[src/rtl/thermal_sensor_sampler.sv]
// Thermal sensor sampler: periodic four-phase req/ack handshake with an
// on-die thermal ADC, linear calibration to degrees C, EMA filtering, a
// hysteretic over-temperature alarm and a handshake-timeout fault flag.
// Optional min/max tracking is built when THERM_MINMAX_EN is defined.
module thermal_sensor_sampler #(
    parameter int ADC_W         = 12,
    parameter int SAMPLE_PERIOD = 1000,
    parameter int TIMEOUT       = 255,
    parameter int EMA_SHIFT     = 2
) (
    input  logic             clk,
    input  logic             reset,
    input  logic             enable,
    output logic             adc_req,
    input  logic             adc_ack,
    input  logic [ADC_W-1:0] adc_data,
    input  logic [15:0]      cal_gain_q8,
    input  logic [15:0]      cal_offset_c,
    input  logic [7:0]       alarm_hi_c,
    input  logic [7:0]       alarm_hyst_c,
    input  logic             minmax_clr,
    output logic [7:0]       temperature,
    output logic             temp_valid,
    output logic             temp_ready,
    output logic             over_temp,
    output logic             sensor_fault,
    output logic [15:0]      sample_count,
    output logic [7:0]       temp_min,
    output logic [7:0]       temp_max
);

    localparam int PW = (SAMPLE_PERIOD > 1) ? $clog2(SAMPLE_PERIOD) : 1;
    localparam int WW = (TIMEOUT > 1) ? $clog2(TIMEOUT + 1) : 1;
    localparam int CW = ADC_W + 17;

    localparam logic [2:0] IDLE    = 3'd0;
    localparam logic [2:0] REQ     = 3'd1;
    localparam logic [2:0] ACK_LOW = 3'd2;
    localparam logic [2:0] CONV    = 3'd3;
    localparam logic [2:0] FILT    = 3'd4;

    logic [2:0]       state_q,  state_d;
    logic [PW-1:0]    period_q, period_d;
    logic [WW-1:0]    wait_q,   wait_d;
    logic [ADC_W-1:0] code_q,   code_d;
    logic [7:0]       conv_q,   conv_d;
    logic [15:0]      filt_q,   filt_d;
    logic             valid_q,  valid_d;
    logic             ready_q,  ready_d;
    logic             over_q,   over_d;
    logic             fault_q,  fault_d;
    logic [15:0]      count_q,  count_d;

    logic [CW-1:0]        prod;
    logic signed [CW-1:0] calSum;
    logic [7:0]           convClamped;
    logic signed [17:0]   diff;
    logic signed [17:0]   step;
    logic signed [17:0]   fSum;
    logic [1:0]           fsum_hi_unused;
    logic [15:0]          filtNew;
    logic [7:0]           newTemp;
    logic [7:0]           lowThr;

    // Calibrate the captured code to degrees C and clamp into the 8-bit range
    always_comb begin
        prod   = CW'(code_q) * CW'(cal_gain_q8);
        calSum = $signed(prod >> 8) + $signed({{(CW-16){cal_offset_c[15]}}, cal_offset_c});
        if (calSum[CW-1]) begin
            convClamped = 8'd0;
        end else if (|calSum[CW-2:8]) begin
            convClamped = 8'hFF;
        end else begin
            convClamped = calSum[7:0];
        end
    end

    // EMA filter step in Q8.8; the very first sample seeds the filter directly
    always_comb begin
        diff           = $signed({2'b00, conv_q, 8'h00}) - $signed({2'b00, filt_q});
        step           = diff >>> EMA_SHIFT;
        fSum           = $signed({2'b00, filt_q}) + step;
        fsum_hi_unused = fSum[17:16];
        filtNew        = ready_q ? fSum[15:0] : {conv_q, 8'h00};
        newTemp        = filtNew[15:8];
        lowThr         = (alarm_hi_c > alarm_hyst_c) ? (alarm_hi_c - alarm_hyst_c) : 8'd0;
    end

    // Handshake sequencing, timeout supervision and result bookkeeping
    always_comb begin
        state_d  = state_q;
        period_d = period_q;
        wait_d   = wait_q;
        code_d   = code_q;
        conv_d   = conv_q;
        filt_d   = filt_q;
        valid_d  = 1'b0;
        ready_d  = ready_q;
        over_d   = over_q;
        fault_d  = fault_q;
        count_d  = count_q;
        case (state_q)
            IDLE: begin
                wait_d = '0;
                if (!enable) begin
                    period_d = '0;
                end else if (period_q == PW'(SAMPLE_PERIOD - 1)) begin
                    if (!adc_ack) begin
                        period_d = '0;
                        state_d  = REQ;
                    end
                end else begin
                    period_d = period_q + PW'(1);
                end
            end
            REQ: begin
                if (adc_ack) begin
                    code_d  = adc_data;
                    wait_d  = '0;
                    state_d = ACK_LOW;
                end else if (wait_q == WW'(TIMEOUT - 1)) begin
                    wait_d  = '0;
                    fault_d = 1'b1;
                    over_d  = 1'b1;
                    state_d = IDLE;
                end else begin
                    wait_d = wait_q + WW'(1);
                end
            end
            ACK_LOW: begin
                if (!adc_ack) begin
                    wait_d  = '0;
                    state_d = CONV;
                end else if (wait_q == WW'(TIMEOUT - 1)) begin
                    wait_d  = '0;
                    fault_d = 1'b1;
                    over_d  = 1'b1;
                    state_d = IDLE;
                end else begin
                    wait_d = wait_q + WW'(1);
                end
            end
            CONV: begin
                conv_d  = convClamped;
                state_d = FILT;
            end
            FILT: begin
                filt_d  = filtNew;
                valid_d = 1'b1;
                ready_d = 1'b1;
                count_d = count_q + 16'd1;
                fault_d = 1'b0;
                if (newTemp >= alarm_hi_c) begin
                    over_d = 1'b1;
                end else if (newTemp < lowThr) begin
                    over_d = 1'b0;
                end
                state_d = IDLE;
            end
            default: state_d = IDLE;
        endcase
    end

    // State registers; an asynchronous reset drops the request immediately
    always_ff @(posedge clk or negedge reset) begin
        if (!reset) begin
            state_q  <= IDLE;
            period_q <= '0;
            wait_q   <= '0;
            code_q   <= '0;
            conv_q   <= '0;
            filt_q   <= '0;
            valid_q  <= 1'b0;
            ready_q  <= 1'b0;
            over_q   <= 1'b0;
            fault_q  <= 1'b0;
            count_q  <= '0;
        end else begin
            state_q  <= state_d;
            period_q <= period_d;
            wait_q   <= wait_d;
            code_q   <= code_d;
            conv_q   <= conv_d;
            filt_q   <= filt_d;
            valid_q  <= valid_d;
            ready_q  <= ready_d;
            over_q   <= over_d;
            fault_q  <= fault_d;
            count_q  <= count_d;
        end
    end

`ifdef THERM_MINMAX_EN
    logic [7:0] min_q;
    logic [7:0] max_q;

    // Track extremes of published temperatures; a clear beats a coincident update
    always_ff @(posedge clk or negedge reset) begin
        if (!reset) begin
            min_q <= 8'hFF;
            max_q <= 8'h00;
        end else if (minmax_clr) begin
            min_q <= 8'hFF;
            max_q <= 8'h00;
        end else if (state_q == FILT) begin
            if (newTemp < min_q) min_q <= newTemp;
            if (newTemp > max_q) max_q <= newTemp;
        end
    end

    assign temp_min = min_q;
    assign temp_max = max_q;
`else
    logic minmax_clr_unused;
    assign minmax_clr_unused = minmax_clr;
    assign temp_min          = 8'hFF;
    assign temp_max          = 8'h00;
`endif

    assign adc_req      = (state_q == REQ);
    assign temperature  = filt_q[15:8];
    assign temp_valid   = valid_q;
    assign temp_ready   = ready_q;
    assign over_temp    = over_q;
    assign sensor_fault = fault_q;
    assign sample_count = count_q;

endmodule

[config.mk]
export PLATFORM = sky130hd
export DESIGN_NAME = thermal_sensor_sampler
export DESIGN_NICKNAME = d
export VERILOG_FILES = /design/src/rtl/thermal_sensor_sampler.sv
export SDC_FILE = /design/constraint.sdc
export NUM_CORES = 1
export LEC_CHECK = 0
export ABC_AREA = 0
export CAP_MARGIN = 20
export CORE_UTILIZATION = 40
export CTS_CLUSTER_DIAMETER = 40
export CTS_CLUSTER_SIZE = 12
export DETAILED_ROUTE_END_ITERATION = 16
export PLACE_DENSITY = 0.67
export SLEW_MARGIN = 20
export SYNTH_ARGS = -nofsm -noshare
export SYNTH_HDL_FRONTEND = slang
export SYNTH_SLANG_ARGS = --single-unit
export TNS_END_PERCENT = 100
[constraint.sdc]
create_clock -name clk -period 7.5 [get_ports clk]
set_input_delay 0.75 -clock clk [delete_from_list [all_inputs] [get_ports clk]]
set_output_delay 0.75 -clock clk [all_outputs]
set_load 0.02 [all_outputs]
Word level (Yosys, flattened, before mapping). Index checks and enable logic that the tools add are counted.

Mux-type cells: 29. Equal/unequal tests: 13. Magnitude comparators: 3. $mul: 1. Add/subtract/negate cells: 7. Reduce and logical (&&, ||, !) cells: 9.

Operators with widths (number): 2-to-1 mux 8 bit (6); 2-to-1 mux 10 bit (3); multiplier 12 x 16 -> 28 bit (1); case mux 8 bit (3 select lines) (1); adder 21 x 16 -> 22 bit (1); OR reduction 20 bit (1); 2-to-1 mux 3 bit (6); subtractor 16 x 16 -> 17 bit (1); adder 16 x 1 -> 16 bit, second input constant (1); adder 16 x 15 -> 16 bit (1); 2-to-1 mux 16 bit (1); case mux 3 bit (4 select lines) (1); adder 10 x 1 -> 10 bit, second input constant (1); equality test 10 bit, second input constant (1); inequality test 2 bit, second input constant (5); 2-to-1 mux 1 bit (9); adder 8 x 1 -> 8 bit, second input constant (1); equality test 8 bit, second input constant (1); >= comparator 8 bit (1); greater-than comparator 8 bit (1); < comparator 8 bit (1); subtractor 8 bit (1); equality test 3 x 2 -> 1 bit, second input constant (2); inequality test 3 bit, second input constant (2); 8 further kinds (12).

Logic and storage cells: 73. Register bits: 77. Output and inout bits: 45. Bits of input ports: 65.

Logic depth before layout (Yosys ltp).
Depth after elaboration: 7. Depth in mapped cells: 32. Gate-level depth less buffers: 31.

Worst setup path after synthesis. No wires, ideal clock.

Kind: input to register. Start: input cal_gain_q8[5]. End: register conv_q[0]. Setup slack: -0.079 ns. Setup time: 0.148 ns. Required time: 7.352 ns. Arrival: 7.432 ns. Path buffers: 1. Stages: 28. Cell sequence: clkbuf_1 nand2_1 fa_1 fa_1 fa_1 inv_1 fa_1 fa_1 ha_1 a21o_1 a21o_1 a21o_1 a31oi_1 o211ai_1 nand2_1 a211oi_2 a311o_1 xor2_1 ha_1 inv_1 a32o_1 nor3_1 o211ai_1 a41o_1 nor4_1 nand4_1 a2111oi_4 a22oi_1.

Cells in the longest elaborated chain, start to end: 5.

RTL lines: from (decl) (RTL line 17) `input logic [15:0] cal_gain_q8,`; multiplier 12 x 16 -> 28 bit (*) (RTL line 67) `prod = CW'(code_q) * CW'(cal_gain_q8);`; adder 21 x 16 -> 22 bit (*) (RTL line 68) `calSum = $signed(prod >> 8) + $signed({{(CW-16){cal_offset_c[15]}}, cal_offset_c});`; OR reduction 20 bit (RTL line 71) `end else if (|calSum[CW-2:8]) begin`; 2-to-1 mux 8 bit (RTL line 71); 2-to-1 mux 8 bit (*) (RTL line 69) `if (calSum[CW-1]) begin`; to (signal assigned) (RTL line 183) `conv_q <= conv_d;`; to (decl) (RTL line 46) `logic [7:0] conv_q, conv_d;`.

Mark *: on every way between the ends. The rest lies on a longest branch, timed or not. A chain may end at the register's enable or synchronous reset.

Worst setup path after layout.
Start: register code_q[5]. End: register conv_q[7].

Cells in the longest elaborated chain, start to end: 5.

RTL lines: from (decl) (RTL line 45) `logic [ADC_W-1:0] code_q, code_d;`; from (signal assigned) (RTL line 182) `code_q <= code_d;`; multiplier 12 x 16 -> 28 bit (*) (RTL line 67); adder 21 x 16 -> 22 bit (*) (RTL line 68); OR reduction 20 bit (RTL line 71); 2-to-1 mux 8 bit (RTL line 71); 2-to-1 mux 8 bit (*) (RTL line 69).

Marked as above.

==> metrics.cfg <==
[die]
io_pins = 110
dieWidth_um = 177
row_count = 63
coreArea_um2 = 29900
start_util_pct = 40.9
die_y_um = 177
die-area_um2 = 31300

[clock_tree]
cts_num_sinks = 77
cts_max_level = 3
cts-root-buf = clkbuf_16
cts.clk_slew.worst_paths_ns = 0.07
cts_buffer_depth = 2
cts_tree = built
clkLatencyLatePin_ns = 0.36
cts_buffers = 9

[synthesis]
yosys_warnings = 0
synth-seq-cells = 77
synth_cell_types = 71
muxShareOfSynthArea_pct = 2.40
ys.flop_type = dfrtp_1
synth_xor_area_share_pct = 5.48
async_reset_ff_share_pct = 100
synth_edf_count = 0
netlist_area_um2 = 12200
synth-compound-area-share_pct = 12.2
avgSynthCellArea_um2 = 8.69
synth_fa_ha_area_share_pct = 36.6
synth-simple-area-share_pct = 18.2
syn-instance-count = 1407
ys_seq_area_share_pct = 15.8
synth_top_family_by_area = adder cells

[timing]
slew_violations = 0
period_needed_ns = 7.45
hold_violations = 0
worst_slew_pin_slew_ns = 0.952
fmax_mhz = 134
setup_viol = 0
slew-limit-headroom_pct = 35.8
fin_crit_sh_pct = 99.4
rsz0062_at_grt = true
fin_worst_skew_ns = 0.0147

[global_routing]
grt_pass1_wl_mm = 47.3
grt_max_degree = 78
grt_pass1_vias = 10200
grt_use_total_pct = 18.6
antenna_found_initial = 1
overflow = 0

[drt]
drt-pass1-iter-count = 5
detail-route-antenna-nets = 0
wl_mm = 28.4
vias_per_cell = 5.09
wl_per_cell_um = 14.3
drcViolationCount = 0
drt_iter0_markers = 645
num_vias = 10100

[cells_and_area]
seqCellArea_um2 = 1940
layout_common_cells = inv_1, nand2_1, fa_1, buf_4, ha_1
fillers = 2808
drive_gt1_share_pct = 15.9
fin_nets = 1928
post-route-util_pct = 50.1
layout_commonest_cell = inv_1
area_growth_pct = 22.3
multi_input_area_um2 = 9470

[worst_setup_path]
critPathArrivalTime_ns = 7.67
crit_fanout = 8
slowest_stage = fa_1
cp-endpoint = conv_q[7]
r2r_slack_ns = 0.05
end_kind = flip-flop
required_ns = 7.72
slowest_delay_ns = 0.60
r2r-end = conv_q[7]
crit_path_frequent_cell = fa_1
cp-start-kind = flip-flop
crit_start = code_q[5]
reg2reg_from = code_q[5]
crit_type = flip-flop to flip-flop
reg2regPathDepth = 28

[placement]
dp_hpwl_mm = 22.9
port_buffers = 92
globalplace.congestion = 0.866

[run]
drv_cap = 0

[worst_hold_path]
hold_path_class = input pin to async pin

[run_status]
status = finished, final reports clean

-- layer usage --
| metal | track usage [%] | up-vias | share of wire (%) |
|---|---|---|---|
| met5 | 0 | - | 0 |
| met4 | 4.96 | 0 | 1.9 |
| met3 | 2.38 | 36 | 3.7 |
| met2 | 31.7 | 190 | 49 |
| met1 | 24.8 | 4957 | 46 |
| li1 | - | 4916 | - |
-- cell type report --
cell class | count | share of cell area [%]
multi-input combinational | 1068 | 63.3
timing repair buffer | 229 | 13.3
sequential | 77 | 12.9
inverter | 205 | 5.14
tap | 390 | 3.26
clock buffer | 9 | 1.51
clock inverter | 7 | 0.577
antenna | 1 | 0.0167
-- synth_stat cells (7+ instances only) --
cell	count	area (um^2)
nand4_1	12	75.1
o21ai_0	52	260
o211ai_1	7	52.6
o21a_1	9	67.6
a21oi_1	56	280
a31oi_1	8	50.1
xor2_1	22	193
a21o_1	23	173
mux2_2	19	214
nand2_1	178	668
fa_1	142	2840
a22oi_1	10	75.1
nor2b_1	16	100
and2_1	92	576
o21bai_1	8	60.1
and3_1	13	81.3
nor3_1	19	95.1
dfrtp_1	77	1930
buf_4	24	180
nand3_1	21	105
ha_1	131	1640
clkbuf_1	43	161
nor2_1	57	214
nand2b_1	20	125
inv_1	205	769
xnor2_1	52	455
o31ai_1	8	60.1
-- registers in the layout, indices dropped and copies added, names as in the netlist, 3 cells and up --
register	flops
wait_q	8
filt_q	16
state_q	3
period_q	10
code_q	12
sample_count	16
conv_q	8
-- cell families after synthesis --
family / after synthesis
buf+inv: 276
compound gates: 225
mux: 26
simple gates: 453
xor+xnor: 75
fa+ha+maj: 273
other cells: 2
flops: 77
-- stage by stage --
stage	cell area [um^2]	hold WS, ns	setup WS (ns)	instances	TNS [ns]
finish	15000	0.424	0.0456	1986	0
detailed placement	14300	0.478	-0.841	1956	-6.67
floorplan	12300	0.454	0.00108	1421	0
global placement	14300	0.460	-0.708	1956	-5.64
global route	15000	0.511	-0.212	1985	-1.62
CTS	14600	0.491	0.00230	1973	0
-- worst max-delay path, delay by kind of cell (launching register included) --
family	cells	cell delay (ns)
XOR/XNOR	1	0.17
adder cells (fa/ha/maj)	7	3.18
flip-flops	1	0.49
AND/OR/NAND/NOR	5	0.86
buffers and inverters	3	0.30
AO/OA/AOI/OAI	12	2.33
-- worst min path at each step --
stage	from	endpoint	cells after the start
finish	reset	filt_q[1]	1
global route	reset	filt_q[1]	1
CTS	sample_count[15]	sample_count[15]	1
detailed placement	sample_count[15]	sample_count[15]	1
global placement	sample_count[15]	sample_count[15]	1
floorplan	reset	code_q[0]	0
-- repair_timing --
| item | 4_1_cts | 5_1_grt |
|---|---|---|
| gates resized for setup | 20 | 110 |
| hold buffers | 0 | 0 |
| pin swaps | 13 | 52 |
| setup buffers | 1 | 12 |
| endpoints found under the hold margin | 0 | 0 |
| endpoints found under the setup margin | 8 | 8 |
Power is left out: the tool's default activity adds up to more than one toggle a clock period on the data nets, which glitch-free logic cannot reach.
==> RTL change 1, RTL diff (config.mk and constraints unchanged) <==
The option `THERM_MINMAX_EN` is turned on by a define.
--- a/src/rtl/thermal_sensor_sampler.sv
+++ b/src/rtl/thermal_sensor_sampler.sv
@@ -3,4 +3,6 @@
 // hysteretic over-temperature alarm and a handshake-timeout fault flag.
 // Optional min/max tracking is built when THERM_MINMAX_EN is defined.
+`define THERM_MINMAX_EN
+
 module thermal_sensor_sampler #(
     parameter int ADC_W         = 12,
Formal check against the unedited RTL: same outputs for any inputs over 10 cycles, from zero or initial values and one cycle with reset low; that may be too few to reach the edited logic, so the function may still have changed.
==> RTL change 1 against the unedited design <==
- worst setup slack better by 170 ps
- critical path type unchanged
- sequential share of layout area is 1.2 points higher
- final area is 10% higher
- sequential cell count is 16 higher
- hold slack worse by 83 ps
- wire length is 20% higher
- synthesized area is 9.6% higher
Power is left out: the tool's default activity adds up to more than one toggle a clock period on the data nets, which glitch-free logic cannot reach.
==> RTL change 1: results (changes against the unedited design) <==
| Metric | Value |
|---|---|
| Crit path max fanout | 8 (unchanged) |
| R2R Setup Slk | 220 ps (+170 ps) |
| Dominant synthesized flop cell | dfrtp_1 |
| Seq/Total Area, Yosys | 0.174 (+0.0169) |
| Antenna violations before repair | 0 (-1) |
| Min-Delay Path Class | input port to async pin |
| Root buf cell | clkbuf_16 |
| Critical Path AT | 7510 ps (-160 ps) |
| Largest cells by area after synthesis | fa_1 21%, dfrtp_1 16%, ha_1 14% |
| DR vias/cell | 5.22 (+2.6%) |
| Place WS | -802 ps (+38.7 ps) |
| TritonCTS Buffers | 9 (unchanged) |
| Worst path max stage delay | 630 ps (+30 ps) |
| Total Routing Usage GR | 0.208 (+0.0219) |
| Violation count after the first detailed-route iteration | 573 (-11%) |
| Delay-heaviest family, CP | adder cells |
| First-pass GRT wire length | 56.9 mm (+20%) |
| Yosys cell types | 80 (+13%) |
| Clk buf depth | 2 (unchanged) |
| CP max-delay cell | or4_4 |
| Clock latency on the worst-skew pair | 380 ps (+20 ps) |
| Fraction of layout cells with a size suffix above 1 | 0.166 (+0.00720) |
| Placed Instances | 2181 (+12%) |
| Vias | 11600 (+14%) |
| Drt first pass iters | 5 (unchanged) |
| Async set-or-reset flop fraction in the synthesized netlist | 1.00 (unchanged) |
| Clk_skew | 25.0 ps (+10.3 ps) |
| Synth warnings | 0 (unchanged) |
| Syn nets | 1908 |
| H-tree Lvls | 3 (unchanged) |
| Final wirelength | 34.2 mm (+20%) |
| Port Buf Inserts | 109 (+18%) |
| Slew margin rel. | 0.341 (-0.0171) |
| Fin nets | 2122 (+10%) |
| Outcome | finished clean |
| Tcrit/Tclk final | 0.971 (-0.0230) |
| MaxCap Viol Count | 0 (unchanged) |
| Post-Synthesis Cells | 1554 (+10%) |
| Largest net degree at the start of global routing | 61 (-22%) |
| GPL Wtd Cong | 0.880 (+1.7%) |
| DPL Wire Length | 27.9 mm (+22%) |
| Clock Pin Slew Worst Setup and Hold Paths | 100 ps (+30 ps) |
| Post-synth top cells | 229 x inv_1, 183 x nand2_1, 147 x ha_1 |
RTL change 1: cell types whose count changed in the layout (fill, tap and decap cells not counted), moves of 11 or more:
cell and change:
inv_1 +24, ha_1 +23, nor2_1 +22, o21ai_0 +19
clkdlybuf4s50_1 +18, buf_4 +16, conb_1 -16, o21ai_1 +15
xnor2_1 -12, a211oi_1 +11
RTL change 1: cell type report:
| type | instances | area (um^2) |
|---|---|---|
| clock buffers | 9 | 225 |
| diodes | 2 | 5.00 |
| repair buffers | 264 | 2250 |
| inverters | 232 | 871 |
| multi-input cells | 1168 | 10200 |
| well taps | 442 | 553 |
| clock inverters | 7 | 100 |
| fillers | 3103 | 16300 |
| flip-flops and latches | 93 | 2340 |
RTL change 1: final timing paths:
kind / startpoint / to / cells after the start
setup reg to reg: code_q[4] / conv_q[4] / 27
hold reg to reg: sample_count[15] / sample_count[15] / 1
min in group clk: sample_count[15] / sample_count[15] / 1
max in group asynchronous: reset / code_q[7] / 2
setup / recovery: code_q[4] / conv_q[4] / 27
hold / removal: reset / sample_count[10] / 1
RTL change 1: per-layer routing:
metal | GRT usage | vias to the layer above | wire, um
li1 | - | 5580 | -
met4 | 0.0559 | 0 | 586
met1 | 0.283 | 5681 | 15600
met3 | 0.0224 | 38 | 1570
met5 | 0 | - | 0
met2 | 0.351 | 263 | 16400
RTL change 1: timing repair:
action                                  4_1_cts  5_1_grt
resized for setup                            30       86
pin swaps                                    27       54
endpoints found under the setup margin        8        8
buffers inserted                              7       11
RTL change 1: logic make-up after synthesis:
family | share of synthesized area
compound gates | 0.148
xor+xnor | 0.0411
fa+ha+maj | 0.349
buf+inv | 0.0849
flops | 0.174
mux | 0.0176
simple gates | 0.185
RTL change 1: through the flow:
step	util	cell area (um^2)	TNS (ps)	hold WS [ps]
CTS	0.497	16300	0	342
finish	0.504	16500	0	341
global route	0.504	16500	-140	369
floorplan	-	13500	0	454
detailed placement	0.483	15800	-6260	472
global placement	0.483	15800	-5140	460
==> RTL change 2, RTL diff (same settings) <==
Without the edit above. Register the output `sample_count` once more, cleared by the reset; this adds one clock of latency there. The other outputs are not delayed to match.
--- a/src/rtl/thermal_sensor_sampler.sv
+++ b/src/rtl/thermal_sensor_sampler.sv
@@ -224,5 +224,11 @@
     assign over_temp    = over_q;
     assign sensor_fault = fault_q;
-    assign sample_count = count_q;
+    always_ff @(posedge clk or negedge reset) begin
+        if (!reset) begin
+            sample_count <= '0;
+        end else begin
+            sample_count <= count_q;
+        end
+    end
 
 endmodule
Formal check against the unedited RTL: same outputs for any inputs over 10 cycles, from zero or initial values and one cycle with reset low; that may be too few to reach the edited logic, so the function may still have changed.
==> RTL change 2 against the unedited design <==
- clock skew decreased by 1.6 ps
- critical endpoint is now conv_q[3]
- final area increased by 6.4%
- synthesized area increased by 5.1%
- sequential cell count increased by 16
- utilization increased by 0.35 points
- non-clock buffer count increased by 31
- worst setup slack got worse by 160 ps
- wire length increased by 7.4%
- via count increased by 5.0%
- the flow now finishes with violations (negative setup slack)
Power is left out: the tool's default activity adds up to more than one toggle a clock period on the data nets, which glitch-free logic cannot reach.
==> RTL change 2: results (changes against the unedited design) <==
| Metric | Value |
|---|---|
| Post-synth top cells | 209 x inv_1, 176 x nand2_1, 142 x fa_1 |
| Final wirelength | 30.5 mm (+7.4%) |
| Fraction of area in multi-input gates | 0.615 (-0.0176) |
| #MultiIn Comb | 1097 (+2.7%) |
| Seq/Total Area, Yosys | 0.181 (+0.0235) |
| Slew margin rel. | 0.412 (+0.0537) |
| Buffers outside the clock class | 260 (+14%) |
| Fraction of layout cells with a size suffix above 1 | 0.184 (+0.0257) |
| Sequential cell area share | 0.147 (+0.0172) |
| Vias | 10600 (+5.0%) |
| GPL Wtd Cong | 0.874 (+0.92%) |
| PnR worst setup slack | -117 ps (-163 ps) |
| Critical Path AT | 7880 ps (+210 ps) |
| Fin nets | 2009 (+4.2%) |
| Failing checks | negative setup slack |
| Number of fill cells | 2942 (+4.8%) |
| # diodes | 0 (-1) |
| Violation count after the first detailed-route iteration | 503 (-22%) |
| Post-Synthesis Cells | 1458 (+3.6%) |
| DPL Wire Length | 24.9 mm (+8.7%) |
| Final non-clock buffer share | 0.137 (+0.00447) |
| Yosys cell types | 79 (+11%) |
| Largest net degree at the start of global routing | 64 (-18%) |
| Vias in the first global route | 10500 (+3.0%) |
| Inverters excl. clock | 210 (+2.4%) |
| Outcome | finished, violations left |
| First-pass GRT wire length | 50.0 mm (+5.8%) |
| Yosys reg bits | 93 (+21%) |
| Final setup vio count | 8 (+8) |
| Clk_skew | 13.1 ps (-1.62 ps) |
[RTL change 2: cell count changes in the layout (fill, tap and decap cells not counted), moves of 9 or more]
cell	change
nor3_1	+10
a21oi_1	-11
o21ai_0	-9
buf_4	+29
nor2_1	+14
dfrtp_1	+19
[RTL change 2: timing repair]
item | CTS | global route
setup buffers | 9 | 5
gates cloned | 0 | 0
pin swaps | 37 | 22
resized for setup | 71 | 47
endpoints found under the setup margin | 8 | 8
hold buffers | 0 | 0
[RTL change 2: kinds of logic after synthesis]
logic type	Yosys count	share of synthesized area
AOI/OAI and AO/OA	209	0.113
xor gates and xnor gates	76	0.0518
adders and majority gates	273	0.349
buffers and inverters	282	0.0902
DFF	93	0.181
muxes	28	0.0242
other	2	0.000584
and+or+nand+nor	495	0.191
[RTL change 2: routing by layer]
| layer | part of all wire | track usage | vias to the layer above |
|---|---|---|---|
| li1 | - | - | 5153 |
| met1 | 0.46 | 0.253 | 5220 |
| met2 | 0.49 | 0.324 | 197 |
| met3 | 0.041 | 0.0278 | 29 |
| met4 | 0.013 | 0.0403 | 0 |
| met5 | 0 | 0 | - |
[RTL change 2: path summary, 6_finish.rpt]
kind / from / end / slack [ps] / cells after the start
setup / recovery: cal_gain_q8[8] / conv_q[3] / -120 / 31
hold / removal: reset / filt_q[15] / 320 / 1
setup reg to reg: code_q[8] / conv_q[3] / -110 / 31
hold reg to reg: count_q[15] / sample_count[15] / 420 / 0
max in group asynchronous: reset / code_q[5] / 5910 / 2
min in group clk: count_q[15] / sample_count[15] / 420 / 0
[RTL change 2: per-stage QoR]
step                setup TNS [ps]  cell area [um^2]  worst slack, ps
floorplan                    -1850             13200             -278
global placement             -9260             15300            -1210
detailed placement          -10010             15300            -1290
CTS                          -1170             15800             -204
global route                 -3360             15900             -459
finish                        -371             15900             -117
